--- config.mk ---
export PLATFORM = sky130hd
export DESIGN_NAME = sector_buf_arbiter_flat
export DESIGN_NICKNAME = d
export VERILOG_FILES = /design/src/rtl/sector_buf_pkg.sv /design/src/rtl/sector_buf_arbiter_if.sv /design/src/rtl/rr_starve_arb.sv /design/src/rtl/sector_buf_arbiter.sv /design/src/flat_wrapper.sv
export SDC_FILE = /design/constraint.sdc
export NUM_CORES = 1
export LEC_CHECK = 0
export ABC_AREA = 1
export CAP_MARGIN = 30
export CELL_PAD_IN_SITES_DETAIL_PLACEMENT = 0
export CELL_PAD_IN_SITES_GLOBAL_PLACEMENT = 1
export CORE_MARGIN = 5
export CORE_UTILIZATION = 31
export CTS_BUF_LIST = sky130_fd_sc_hd__clkbuf_4 sky130_fd_sc_hd__clkbuf_8 sky130_fd_sc_hd__clkbuf_16
export CTS_CLUSTER_SIZE = 40
export DETAILED_ROUTE_END_ITERATION = 6
export PLACE_DENSITY_LB_ADDON = 0.3
export REMOVE_ABC_BUFFERS = 1
export SETUP_SLACK_MARGIN = 0.5
export SKIP_LAST_GASP = 1
export SLEW_MARGIN = 20
export SYNTH_ARGS = -nofsm -noshare
export SYNTH_HDL_FRONTEND = slang
export SYNTH_SLANG_ARGS = --single-unit
--- constraint.sdc ---
create_clock -name clk -period 3.2 [get_ports clk]
set_input_delay 0.64 -clock clk [delete_from_list [all_inputs] [get_ports clk]]
set_output_delay 0.64 -clock clk [all_outputs]
set_load 0.02 [all_outputs]
--- src/rtl/sector_buf_pkg.sv ---
// Shared definitions for the sector buffer arbiter: arbitration state
// encoding, requester identifiers and default RAM geometry.
package sector_buf_pkg;

  // Geometry of the single SB_RAM256x16 sector buffer.
  localparam int ADDR_W_DEF = 8;
  localparam int DATA_W_DEF = 16;

  // Width of the starvation counters; STARVE_LIMIT must fit (1..15).
  localparam int STARVE_W = 4;

  // Arbitration state. SWITCH is the one-cycle dead time used when BSY
  // ownership changes, so that no grant straddles a priority change.
  typedef enum logic [1:0] {
    HOST_PRI = 2'b00,
    MCU_PRI  = 2'b01,
    SWITCH   = 2'b10
  } arb_state_t;

  // Requester identifiers, used by the registered read-return tag.
  localparam logic REQ_HOST = 1'b0;
  localparam logic REQ_MCU  = 1'b1;

endpackage

--- src/rtl/sector_buf_arbiter_if.sv ---
// One requester port onto the sector buffer.
//
// Handshake: the requester raises req with we/addr/wdata and holds all of
// them stable until gnt is seen high in the same cycle; the access happens
// in exactly the cycle where req && gnt. gnt is combinational. A granted
// read returns one cycle later as a single-cycle rvalid pulse carrying rdata;
// rdata keeps its last returned value while rvalid is low.
interface sector_buf_arbiter_if
  import sector_buf_pkg::*;
#(
  parameter int ADDR_W = ADDR_W_DEF,
  parameter int DATA_W = DATA_W_DEF
);

  logic              req;
  logic              we;
  logic [ADDR_W-1:0] addr;
  logic [DATA_W-1:0] wdata;
  logic              gnt;
  logic              rvalid;
  logic [DATA_W-1:0] rdata;

  // Requester side (host taskfile logic, MCU SPI latch logic).
  modport master (
    output req, we, addr, wdata,
    input  gnt, rvalid, rdata
  );

  // Arbiter side.
  modport slave (
    input  req, we, addr, wdata,
    output gnt, rvalid, rdata
  );

endinterface

--- src/rtl/rr_starve_arb.sv ---
// Two-requester priority arbiter with a starvation bound. The priority
// requester wins contested cycles until the loser has lost STARVE_LIMIT
// times in a row; the loser then wins the next contested cycle.
// The pick outputs are tentative: the caller may veto a pick (hold), in
// which case the counter is left untouched for that cycle.
module rr_starve_arb
  import sector_buf_pkg::*;
#(
  parameter int STARVE_LIMIT = 4
) (
  input  logic                clk,
  input  logic                reset,
  input  logic                en,
  input  logic                mcu_pri,
  input  logic                host_req,
  input  logic                mcu_req,
  input  logic                hold,
  output logic                host_pick,
  output logic                mcu_pick,
  output logic [STARVE_W-1:0] starve_cnt
);

  logic contested;
  logic limit_hit;

  assign contested = en && host_req && mcu_req;
  assign limit_hit = (starve_cnt >= STARVE_W'(STARVE_LIMIT));

  // Pick a winner: priority side normally, the starved side once the
  // counter has reached the limit; uncontested requests always win.
  always_comb begin
    host_pick = 1'b0;
    mcu_pick  = 1'b0;
    if (contested) begin
      if (mcu_pri ^ limit_hit) begin
        mcu_pick = 1'b1;
      end else begin
        host_pick = 1'b1;
      end
    end else if (en) begin
      host_pick = host_req;
      mcu_pick  = mcu_req;
    end
  end

  // Count consecutive losses of the non-priority side; clear whenever the
  // loser is finally served or a grant goes through without contention.
  always_ff @(posedge clk or negedge reset) begin
    if (!reset) begin
      starve_cnt <= '0;
    end else if (en && !hold) begin
      if (contested) begin
        starve_cnt <= limit_hit ? '0 : starve_cnt + STARVE_W'(1);
      end else if (host_req || mcu_req) begin
        starve_cnt <= '0;
      end
    end
  end

endmodule

--- src/rtl/sector_buf_arbiter.sv ---
// Shares the 256x16 sector buffer between the IDE host data path and the
// MCU SPI data path. Read and write RAM ports are arbitrated separately,
// priority follows BSY ownership (mcu_owns), and a same-address read/write
// collision defers the read so the write lands first.
module sector_buf_arbiter
  import sector_buf_pkg::*;
#(
  parameter int ADDR_W       = ADDR_W_DEF,
  parameter int DATA_W       = DATA_W_DEF,
  parameter int STARVE_LIMIT = 4
) (
  input  logic                 clk,
  input  logic                 reset,
  input  logic                 mcu_owns,
  sector_buf_arbiter_if.slave  host,
  sector_buf_arbiter_if.slave  mcu,
  output logic                 ram_re,
  output logic [ADDR_W-1:0]    ram_raddr,
  output logic                 ram_we,
  output logic [ADDR_W-1:0]    ram_waddr,
  output logic [DATA_W-1:0]    ram_wdata,
  input  logic [DATA_W-1:0]    ram_rdata,
  output logic [7:0]           conflict_cnt,
  output arb_state_t           state_dbg,
  output logic [STARVE_W-1:0]  read_starve_dbg,
  output logic [STARVE_W-1:0]  write_starve_dbg
);

  arb_state_t        state_q;
  logic              arb_en;
  logic              mcu_pri;

  logic              host_rd_req, mcu_rd_req;
  logic              host_wr_req, mcu_wr_req;
  logic              rd_host_pick, rd_mcu_pick;
  logic              wr_host_pick, wr_mcu_pick;
  logic              rd_any, wr_any;
  logic [ADDR_W-1:0] rd_addr_sel, wr_addr_sel;
  logic [DATA_W-1:0] wr_data_sel;
  logic              hazard;
  logic              rd_gnt_host, rd_gnt_mcu;

  logic [ADDR_W-1:0] raddr_q, waddr_q;
  logic [DATA_W-1:0] wdata_q;

  logic              rvalid_q;
  logic              tag_q;
  logic              host_rv, mcu_rv;
  logic [DATA_W-1:0] host_rdata_q, mcu_rdata_q;

  // No grants at all during the SWITCH dead cycle.
  assign arb_en    = (state_q != SWITCH);
  assign mcu_pri   = (state_q == MCU_PRI);
  assign state_dbg = state_q;

  // Priority state machine: follow mcu_owns through one idle SWITCH cycle.
  always_ff @(posedge clk or negedge reset) begin
    if (!reset) begin
      state_q <= HOST_PRI;
    end else begin
      case (state_q)
        HOST_PRI: if (mcu_owns)  state_q <= SWITCH;
        MCU_PRI:  if (!mcu_owns) state_q <= SWITCH;
        SWITCH:   state_q <= mcu_owns ? MCU_PRI : HOST_PRI;
        default:  state_q <= HOST_PRI;
      endcase
    end
  end

  // A requester is either a reader or a writer in a given cycle.
  assign host_rd_req = host.req && !host.we;
  assign mcu_rd_req  = mcu.req  && !mcu.we;
  assign host_wr_req = host.req &&  host.we;
  assign mcu_wr_req  = mcu.req  &&  mcu.we;

  rr_starve_arb #(.STARVE_LIMIT(STARVE_LIMIT)) u_rd_arb (
    .clk        (clk),
    .reset      (reset),
    .en         (arb_en),
    .mcu_pri    (mcu_pri),
    .host_req   (host_rd_req),
    .mcu_req    (mcu_rd_req),
    .hold       (hazard),
    .host_pick  (rd_host_pick),
    .mcu_pick   (rd_mcu_pick),
    .starve_cnt (read_starve_dbg)
  );

  rr_starve_arb #(.STARVE_LIMIT(STARVE_LIMIT)) u_wr_arb (
    .clk        (clk),
    .reset      (reset),
    .en         (arb_en),
    .mcu_pri    (mcu_pri),
    .host_req   (host_wr_req),
    .mcu_req    (mcu_wr_req),
    .hold       (1'b0),
    .host_pick  (wr_host_pick),
    .mcu_pick   (wr_mcu_pick),
    .starve_cnt (write_starve_dbg)
  );

  assign rd_any      = rd_host_pick || rd_mcu_pick;
  assign wr_any      = wr_host_pick || wr_mcu_pick;
  assign rd_addr_sel = rd_mcu_pick ? mcu.addr  : host.addr;
  assign wr_addr_sel = wr_mcu_pick ? mcu.addr  : host.addr;
  assign wr_data_sel = wr_mcu_pick ? mcu.wdata : host.wdata;

  // Same-address read and write in one cycle: the write goes, the read
  // waits a cycle so it observes the new data.
  assign hazard      = rd_any && wr_any && (rd_addr_sel == wr_addr_sel);
  assign rd_gnt_host = rd_host_pick && !hazard;
  assign rd_gnt_mcu  = rd_mcu_pick  && !hazard;

  assign host.gnt = rd_gnt_host || wr_host_pick;
  assign mcu.gnt  = rd_gnt_mcu  || wr_mcu_pick;

  // RAM ports: live values while granted, otherwise the last driven ones.
  assign ram_re    = rd_gnt_host || rd_gnt_mcu;
  assign ram_raddr = ram_re ? rd_addr_sel : raddr_q;
  assign ram_we    = wr_any;
  assign ram_waddr = ram_we ? wr_addr_sel : waddr_q;
  assign ram_wdata = ram_we ? wr_data_sel : wdata_q;

  // Remember the last driven RAM address/data so idle cycles hold them.
  always_ff @(posedge clk or negedge reset) begin
    if (!reset) begin
      raddr_q <= '0;
      waddr_q <= '0;
      wdata_q <= '0;
    end else begin
      if (ram_re) raddr_q <= rd_addr_sel;
      if (ram_we) begin
        waddr_q <= wr_addr_sel;
        wdata_q <= wr_data_sel;
      end
    end
  end

  // Return tag: which requester owns the RAM read data next cycle.
  always_ff @(posedge clk or negedge reset) begin
    if (!reset) begin
      rvalid_q <= 1'b0;
      tag_q    <= REQ_HOST;
    end else begin
      rvalid_q <= ram_re;
      if (ram_re) tag_q <= rd_gnt_mcu ? REQ_MCU : REQ_HOST;
    end
  end

  assign host_rv     = rvalid_q && (tag_q == REQ_HOST);
  assign mcu_rv      = rvalid_q && (tag_q == REQ_MCU);
  assign host.rvalid = host_rv;
  assign mcu.rvalid  = mcu_rv;
  assign host.rdata  = host_rv ? ram_rdata : host_rdata_q;
  assign mcu.rdata   = mcu_rv  ? ram_rdata : mcu_rdata_q;

  // Keep each requester's last returned word visible between returns.
  always_ff @(posedge clk or negedge reset) begin
    if (!reset) begin
      host_rdata_q <= '0;
      mcu_rdata_q  <= '0;
    end else begin
      if (host_rv) host_rdata_q <= ram_rdata;
      if (mcu_rv)  mcu_rdata_q  <= ram_rdata;
    end
  end

  // Saturating count of reads deferred by a same-address write.
  always_ff @(posedge clk or negedge reset) begin
    if (!reset) begin
      conflict_cnt <= '0;
    end else if (hazard && (conflict_cnt != 8'hFF)) begin
      conflict_cnt <= conflict_cnt + 8'd1;
    end
  end

endmodule

--- src/flat_wrapper.sv ---
// flat-port wrapper written by rule: the top's interface ports become plain ports
module sector_buf_arbiter_flat import sector_buf_pkg::*;
#(
  parameter int ADDR_W       = ADDR_W_DEF,
  parameter int DATA_W       = DATA_W_DEF,
  parameter int STARVE_LIMIT = 4
)
  (clk, reset, mcu_owns, ram_re, ram_raddr, ram_we, ram_waddr, ram_wdata, ram_rdata, conflict_cnt, state_dbg, read_starve_dbg, write_starve_dbg, host_req, host_we, host_addr, host_wdata, host_gnt, host_rvalid, host_rdata, mcu_req, mcu_we, mcu_addr, mcu_wdata, mcu_gnt, mcu_rvalid, mcu_rdata);
  sector_buf_arbiter_if #(.ADDR_W(ADDR_W), .DATA_W(DATA_W)) host_i ();
  sector_buf_arbiter_if #(.ADDR_W(ADDR_W), .DATA_W(DATA_W)) mcu_i ();
  input  logic clk;
  input  logic reset;
  input  logic mcu_owns;
  output logic ram_re;
  output logic [ADDR_W-1:0] ram_raddr;
  output logic ram_we;
  output logic [ADDR_W-1:0] ram_waddr;
  output logic [DATA_W-1:0] ram_wdata;
  input  logic [DATA_W-1:0] ram_rdata;
  output logic [7:0] conflict_cnt;
  output arb_state_t state_dbg;
  output logic [STARVE_W-1:0] read_starve_dbg;
  output logic [STARVE_W-1:0] write_starve_dbg;
  input wire logic [$bits(host_i.req)-1:0] host_req;
  input wire logic [$bits(host_i.we)-1:0] host_we;
  input wire logic [$bits(host_i.addr)-1:0] host_addr;
  input wire logic [$bits(host_i.wdata)-1:0] host_wdata;
  output wire logic [$bits(host_i.gnt)-1:0] host_gnt;
  output wire logic [$bits(host_i.rvalid)-1:0] host_rvalid;
  output wire logic [$bits(host_i.rdata)-1:0] host_rdata;
  input wire logic [$bits(mcu_i.req)-1:0] mcu_req;
  input wire logic [$bits(mcu_i.we)-1:0] mcu_we;
  input wire logic [$bits(mcu_i.addr)-1:0] mcu_addr;
  input wire logic [$bits(mcu_i.wdata)-1:0] mcu_wdata;
  output wire logic [$bits(mcu_i.gnt)-1:0] mcu_gnt;
  output wire logic [$bits(mcu_i.rvalid)-1:0] mcu_rvalid;
  output wire logic [$bits(mcu_i.rdata)-1:0] mcu_rdata;
  assign host_i.req = host_req;
  assign host_i.we = host_we;
  assign host_i.addr = host_addr;
  assign host_i.wdata = host_wdata;
  assign host_gnt = host_i.gnt;
  assign host_rvalid = host_i.rvalid;
  assign host_rdata = host_i.rdata;
  assign mcu_i.req = mcu_req;
  assign mcu_i.we = mcu_we;
  assign mcu_i.addr = mcu_addr;
  assign mcu_i.wdata = mcu_wdata;
  assign mcu_gnt = mcu_i.gnt;
  assign mcu_rvalid = mcu_i.rvalid;
  assign mcu_rdata = mcu_i.rdata;
  sector_buf_arbiter #(.ADDR_W(ADDR_W), .DATA_W(DATA_W), .STARVE_LIMIT(STARVE_LIMIT)) u_core (.clk(clk), .reset(reset), .mcu_owns(mcu_owns), .host(host_i), .mcu(mcu_i), .ram_re(ram_re), .ram_raddr(ram_raddr), .ram_we(ram_we), .ram_waddr(ram_waddr), .ram_wdata(ram_wdata), .ram_rdata(ram_rdata), .conflict_cnt(conflict_cnt), .state_dbg(state_dbg), .read_starve_dbg(read_starve_dbg), .write_starve_dbg(write_starve_dbg));
endmodule
## Word-level counts from Yosys, hierarchy flattened

Cells that the tools add are included.

- $add $sub $neg: 3
- Order comparisons: 2
- Equality and inequality tests: 7
- Muxes and demuxes: 31
- Bitwise gates (word level): 3
- Reduce and logical (&&, ||, !) cells: 32

Operators by type and width:

| cell | count |
|---|---|
| 2-to-1 mux 16 bit | 4 |
| 2-to-1 mux 8 bit | 4 |
| 2-to-1 mux 4 bit | 6 |
| logical AND 1 bit | 16 |
| 2-to-1 mux 1 bit | 14 |
| adder 4 x 1 -> 4 bit (second input constant) | 2 |
| adder 8 x 1 -> 8 bit (second input constant) | 1 |
| == test 8 bit | 1 |
| greater-or-equal comparator 4 x 3 -> 1 bit (second input constant) | 2 |
| != test 8 bit (second input constant) | 1 |
| logical OR 1 bit | 7 |
| != test 2 bit (second input constant) | 3 |
| case mux 2 bit (3 select lines) | 1 |
| AND reduction 2 bit | 3 |
| 2-to-1 mux 2 bit | 2 |
| nonzero test 2 bit | 2 |
| logical NOT 1 bit | 3 |
| == test 2 x 1 -> 1 bit (second input constant) | 1 |
| == test 2 bit (second input constant) | 1 |
| logical NOT 2 bit | 1 |
| XOR 1 bit | 2 |
| inverter 1 bit | 1 |

- Register bits after elaboration: 84
- Output and inout port bits: 88
- Word-level logic and storage cells: 89

## Longest topological paths before layout

- Depth in word-level cells: 12
- Mapped depth: 16
- Mapped depth without buffers: 15

## By module

A second synthesis with hierarchy kept.

- Cells, all modules: 564
- Area total of the unflattened synthesis: 4,204.0 um2

By module, submodules not included:

| module | instances | cells each | area an instance (um2) | sequential area each (um2) |
|---|---|---|---|---|
| sector_buf_arbiter | 1 | 478 | 3,656.0 | 1,901.8 |
| rr_starve_arb | 2 | 43 | 274.0 | 100.1 |

## Worst setup path before layout

OpenSTA, ideal clock, no wires.

- Path kind: in2out
- Start: input port mcu_we
- End: output port ram_wdata[10]
- Arrival: 2,197 ps
- Slack: 363 ps
- Stages: 7
- Path buffers: 1
- Path through: nand2_1 -> nor2_2 -> nor2_1 -> inv_1 -> clkbuf_1 -> o21ai_0 -> o21ai_0

- Cells in the longest elaborated chain, start to end: 5
- Elaborated cells on any way between the ends: 8

RTL lines:

| element | RTL line | text |
|---|---|---|
| start: declaration | flat_wrapper.sv:32 | `input wire logic [$bits(mcu_i.we)-1:0] mcu_we;` |
| logical AND 1 bit * | sector_buf_arbiter.sv:74 | `assign mcu_wr_req = mcu.req && mcu.we;` |
| 2-to-1 mux 1 bit / logical AND 1 bit (equally long branches) | rr_starve_arb.sv:40, rr_starve_arb.sv:26 |  |
| 2-to-1 mux 1 bit | rr_starve_arb.sv:34 | `if (contested) begin` |
| logical OR 1 bit * | sector_buf_arbiter.sv:103 | `assign wr_any = wr_host_pick \|\| wr_mcu_pick;` |
| net ram_we | flat_wrapper.sv:16 | `output logic ram_we;` |
| 2-to-1 mux 16 bit * | sector_buf_arbiter.sv:122 | `assign ram_wdata = ram_we ? wr_data_sel : wdata_q;` |
| end: declaration | flat_wrapper.sv:18 | `output logic [DATA_W-1:0] ram_wdata;` |

The timed path passes the listed nets; every way through them passes the cells marked *.

## Worst setup path in the final report

- Start: register u_core.state_q[1], in the netlist u_core.state_dbg[1]
- End: output port ram_raddr[6]

- Cells in the longest elaborated chain, start to end: 11
- Elaborated cells on any way between the ends: 32

RTL lines:

| element | RTL line | text |
|---|---|---|
| start: declaration | sector_buf_arbiter.sv:29 | `arb_state_t state_q;` |
| start signal: assignment | sector_buf_arbiter.sv:64 | `SWITCH: state_q <= mcu_owns ? MCU_PRI : HOST_PRI;` |
| == test 2 x 1 -> 1 bit / != test 2 bit (equally long branches) | sector_buf_arbiter.sv:53, sector_buf_arbiter.sv:52 |  |
| XOR 1 bit / logical AND 1 bit (equally long branches) | rr_starve_arb.sv:35, rr_starve_arb.sv:26 |  |
| 2-to-1 mux 1 bit / logical AND 1 bit (equally long branches) | rr_starve_arb.sv:35, rr_starve_arb.sv:26 |  |
| 2-to-1 mux 1 bit | rr_starve_arb.sv:34 |  |
| 2-to-1 mux 8 bit (tied with other cells) | sector_buf_arbiter.sv:104 | `assign rd_addr_sel = rd_mcu_pick ? mcu.addr : host.addr;` |
| == test 8 bit / logical AND 1 bit (equally long branches) | sector_buf_arbiter.sv:110 | `assign hazard = rd_any && wr_any && (rd_addr_sel == wr_addr_sel);` |
| logical AND 1 bit | sector_buf_arbiter.sv:110 |  |
| logical NOT 1 bit | sector_buf_arbiter.sv:111, sector_buf_arbiter.sv:112 |  |
| logical AND 1 bit, on equally long branches | sector_buf_arbiter.sv:111, sector_buf_arbiter.sv:112 |  |
| logical OR 1 bit | sector_buf_arbiter.sv:118 | `assign ram_re = rd_gnt_host \|\| rd_gnt_mcu;` |
| 2-to-1 mux 8 bit * | sector_buf_arbiter.sv:119 | `assign ram_raddr = ram_re ? rd_addr_sel : raddr_q;` |
| end: declaration | flat_wrapper.sv:15 | `output logic [ADDR_W-1:0] ram_raddr;` |

Mark *: on every way between the ends. The rest lies on a longest branch, timed or not.

==> results_dict.tcl <==
set metrics [dict create \
    layout_setup_ws_ps -27.0 \
    cts_tree "done" \
    finalPower_mw 5.36 \
    ys_ff_latch 84 \
    p_leak_nw 4.19 \
    antenna_left 0 \
    overflow 0 \
    final_cells 1002 \
    wl_met3_um 854 \
    finClkSkew_ps 8.53 \
    min_period_ps 3230 \
    cts-root-buf "clkbuf_16" \
    hpwl_um 9680 \
    area_delta_synth_final_pct 82.8 \
    antenna_cells 0 \
    die_area_mm2 0.0163 \
    htree_levels 3 \
    crit_buf_inv 5 \
    fillers 1213 \
    path_cells "inv_2 > nand2_4 > nand2_2 > nand3_4 > nand2_8 > clkbuf_16 > nand2_1 > o21ai_1 > nand2_1 > nand2_2 > nand3_1 > o21bai_4 > buf_6 > buf_4 > nand2_1 > nand2_2 > buf_6" \
    fin_nets 891 \
    fp.dieH_um 128 \
    slowest_delay_ps 420 \
    yosys.cell_types.count 29 \
    r2r_slack_ps 690 \
    synth_warnings 0 \
    grt_max_degree 45 \
    crit_start "u_core.state_dbg[1]$_DFFE_PN0P_" \
    vias 4629 \
    irDropWorstVdd_uv 340 \
    place_congestion 0.849 \
    fin_area_mm2 0.00782 \
    die_w_um 128 \
    path_max_fanout 5 \
    hold_violations 0 \
    coreArea_mm2 0.0137 \
    post-route-period-util_pct 101 \
    regToRegStartpoint "u_core.state_dbg[1]$_DFFE_PN0P_" \
    hold_ws_ps 290 \
    top_layer_used "met4" \
    cap_violations 0 \
    first_pass_iters 4 \
    antenna_found_initial 0 \
    drive_gt1_share_pct 33.5 \
    drt_iter0_drc 334 \
    cts_buffers 9 \
    synth-seq-area-share_pct 49.1 \
    placed_cells 934 \
    clock_sinks 84 \
    grt_pass1_wl_um 22200 \
    cp-end-kind "output port" \
    rows 43 \
    tightest_slew_ps 590 \
    port_buffers 158 \
    synth_area_mm2 0.00428 \
    grt.total_usage_pct 17.0 \
    clk_latency_ps 350 \
    r2r-end "u_core.conflict_cnt[7]$_DFFE_PN0P_" \
    crit_arrival_ps 2590 \
    cts_buffer_depth 2 \
    min_path_type "in2async" \
    wl_met2_um 7150 \
    initial_core_util_pct 31.2 \
    wl_met1_um 6490 \
    maxSlewViolCount 0 \
    wl_per_cell_um 14.8 \
    status "finished, violations left" \
    regArea_mm2 0.00210 \
    pin_count 159 \
    multi_input_area_mm2 0.00227 \
    critical_path_class "reg2out" \
    ff2ff_path_depth 16 \
    p_per_area_mw_per_mm2 685 \
    wl_um 14800 \
    violations "setup timing" \
    drc 0 \
    clkTransAtPathRegs_ps 60 \
    rsz0062_at_grt "true" \
    netlist_instances 558 \
    critPathTopFamily "simple AND/OR/NAND/NOR gates" \
    synth.avg_cell_area_um2 7.67 \
    avgViaCountPerCell 4.62 \
    startpoint_type "flop" \
    placed_area_mm2 0.00647 \
    fin_setup_tns_ps -27.3 \
    worst_ep_required_time_ps 2560 \
    fmax_mhz 310 \
    setup_viol 2 \
    slew_headroom_pct 60.7 \
    grt_pass1_vias 4412 \
    slowest_stage "dfrtp_1" \
]
flip-flops by register name (all words and copies together) (netlist names), 4 cells and up:
name                        count
u_core.conflict_cnt             8
u_core.mcu_rdata_q             16
u_core.u_rd_arb.starve_cnt      4
u_core.u_wr_arb.starve_cnt      4
u_core.wdata_q                 16
u_core.host_rdata_q            16
u_core.waddr_q                  8
u_core.raddr_q                  8
power breakdown:
part | internal [mW] | total, mW | switching, mW
Clock | 0.543 | 0.995 | 0.453
Sequential | 1.42 | 1.53 | 0.109
Combinational | 1.32 | 2.83 | 1.51
Total | 3.28 | 5.36 | 2.08
synthesized netlist by cell type:
master / count / share of area, %
nand3_2: 4 / 0.94
xnor2_1: 1 / 0.20
ha_1: 3 / 0.88
nand2_2: 2 / 0.29
o21ai_1: 4 / 0.47
nand3_4: 1 / 0.41
clkbuf_1: 12 / 1.1
o21ai_0: 79 / 9.2
o21ai_2: 3 / 0.61
nor2_8: 1 / 0.47
nor2_2: 4 / 0.58
xor2_1: 5 / 1.0
a21boi_1: 1 / 0.18
dfrtp_1: 84 / 49
nor3_1: 1 / 0.12
nand2_4: 1 / 0.26
nor2_4: 1 / 0.26
inv_1: 57 / 5.0
nand2_1: 197 / 17
nor2_1: 33 / 2.9
o22ai_1: 1 / 0.15
a21oi_1: 4 / 0.47
and2_1: 1 / 0.15
inv_2: 3 / 0.26
nand3_1: 35 / 4.1
buf_2: 4 / 0.47
nand4_1: 9 / 1.3
o21bai_2: 1 / 0.26
buf_6: 6 / 1.6
stage by stage:
step	util [%]	setup slack, ps
after global routing	57.0	-163
final	57.0	-27.0
after detailed placement	47.2	-651
after global placement	47.0	-599
after CTS	51.8	-1.85
after floorplan	-	-363
repair_timing:
item                       in CTS  in global routing
gates cloned                    4                  6
setup endpoints to repair      60                 71
pin swaps                      25                 34
hold buffers                    0                  0
buffers inserted               25                 17
gates resized for setup       277                152
final cells by class:
class	count	share of cell area [%]
repair buffers	268	34.6
multi-input cells	393	29.0
flip-flops and latches	84	26.9
clock buffers	10	2.97
inverters	60	2.97
well taps	180	2.88
clock inverters	6	0.624
repair inverters	1	0.0960
cells in the final DEF (no fill, tap or decap), types with 14 or more instances in the layout:
cell type        count
o21ai_2             33
buf_6               24
o21ai_1             14
nand3_1             31
dfrtp_1             84
inv_1               53
dlymetal6s2s_1      32
nand2_1            159
buf_4              104
nand2_2             30
nor2_1              24
clkdlybuf4s50_1     85
o21ai_0             36
how the worst max path moves through the flow:
stage                              end  depth (start not counted)
after floorplan           ram_wdata[0]                          7
after global placement    ram_raddr[3]                         13
after detailed placement  ram_raddr[1]                         14
after CTS                 ram_raddr[6]                         19
after global routing      ram_raddr[6]                         17
final                     ram_raddr[6]                         17
routing by layer:
metal | global-route usage (%) | up-vias
met2 | 27.2 | 146
met3 | 4.01 | 23
met5 | 0 | -
met4 | 7.13 | 0
met1 | 22.2 | 2154
li1 | - | 2306
worst register-to-register path, cell delays in order (launching register included):
cell and delay [ps]:
dfrtp_1 420, inv_2 130, nor2_4 70, nor2_4 180, nand2_8 120, buf_16 150, nand2_1 70, nand2_2 60
nand2_2 70, nand4_1 220, nor2_8 240, buf_4 130, buf_4 90, buf_4 160, nand3_4 120, nand2_1 110
nand2_1 50
kinds of logic after synthesis:
family                   count (synthesis)  synth area share (%)
AND/OR/NAND/NOR                        290                  29.1
buffers and inverters                   82                  8.36
adder cells (fa/ha/maj)                  3                 0.877
flip-flops                              84                  49.1
XOR/XNOR                                 6                  1.23
AO/OA/AOI/OAI                           93                  11.4
(Power assumes the default switching activity.)
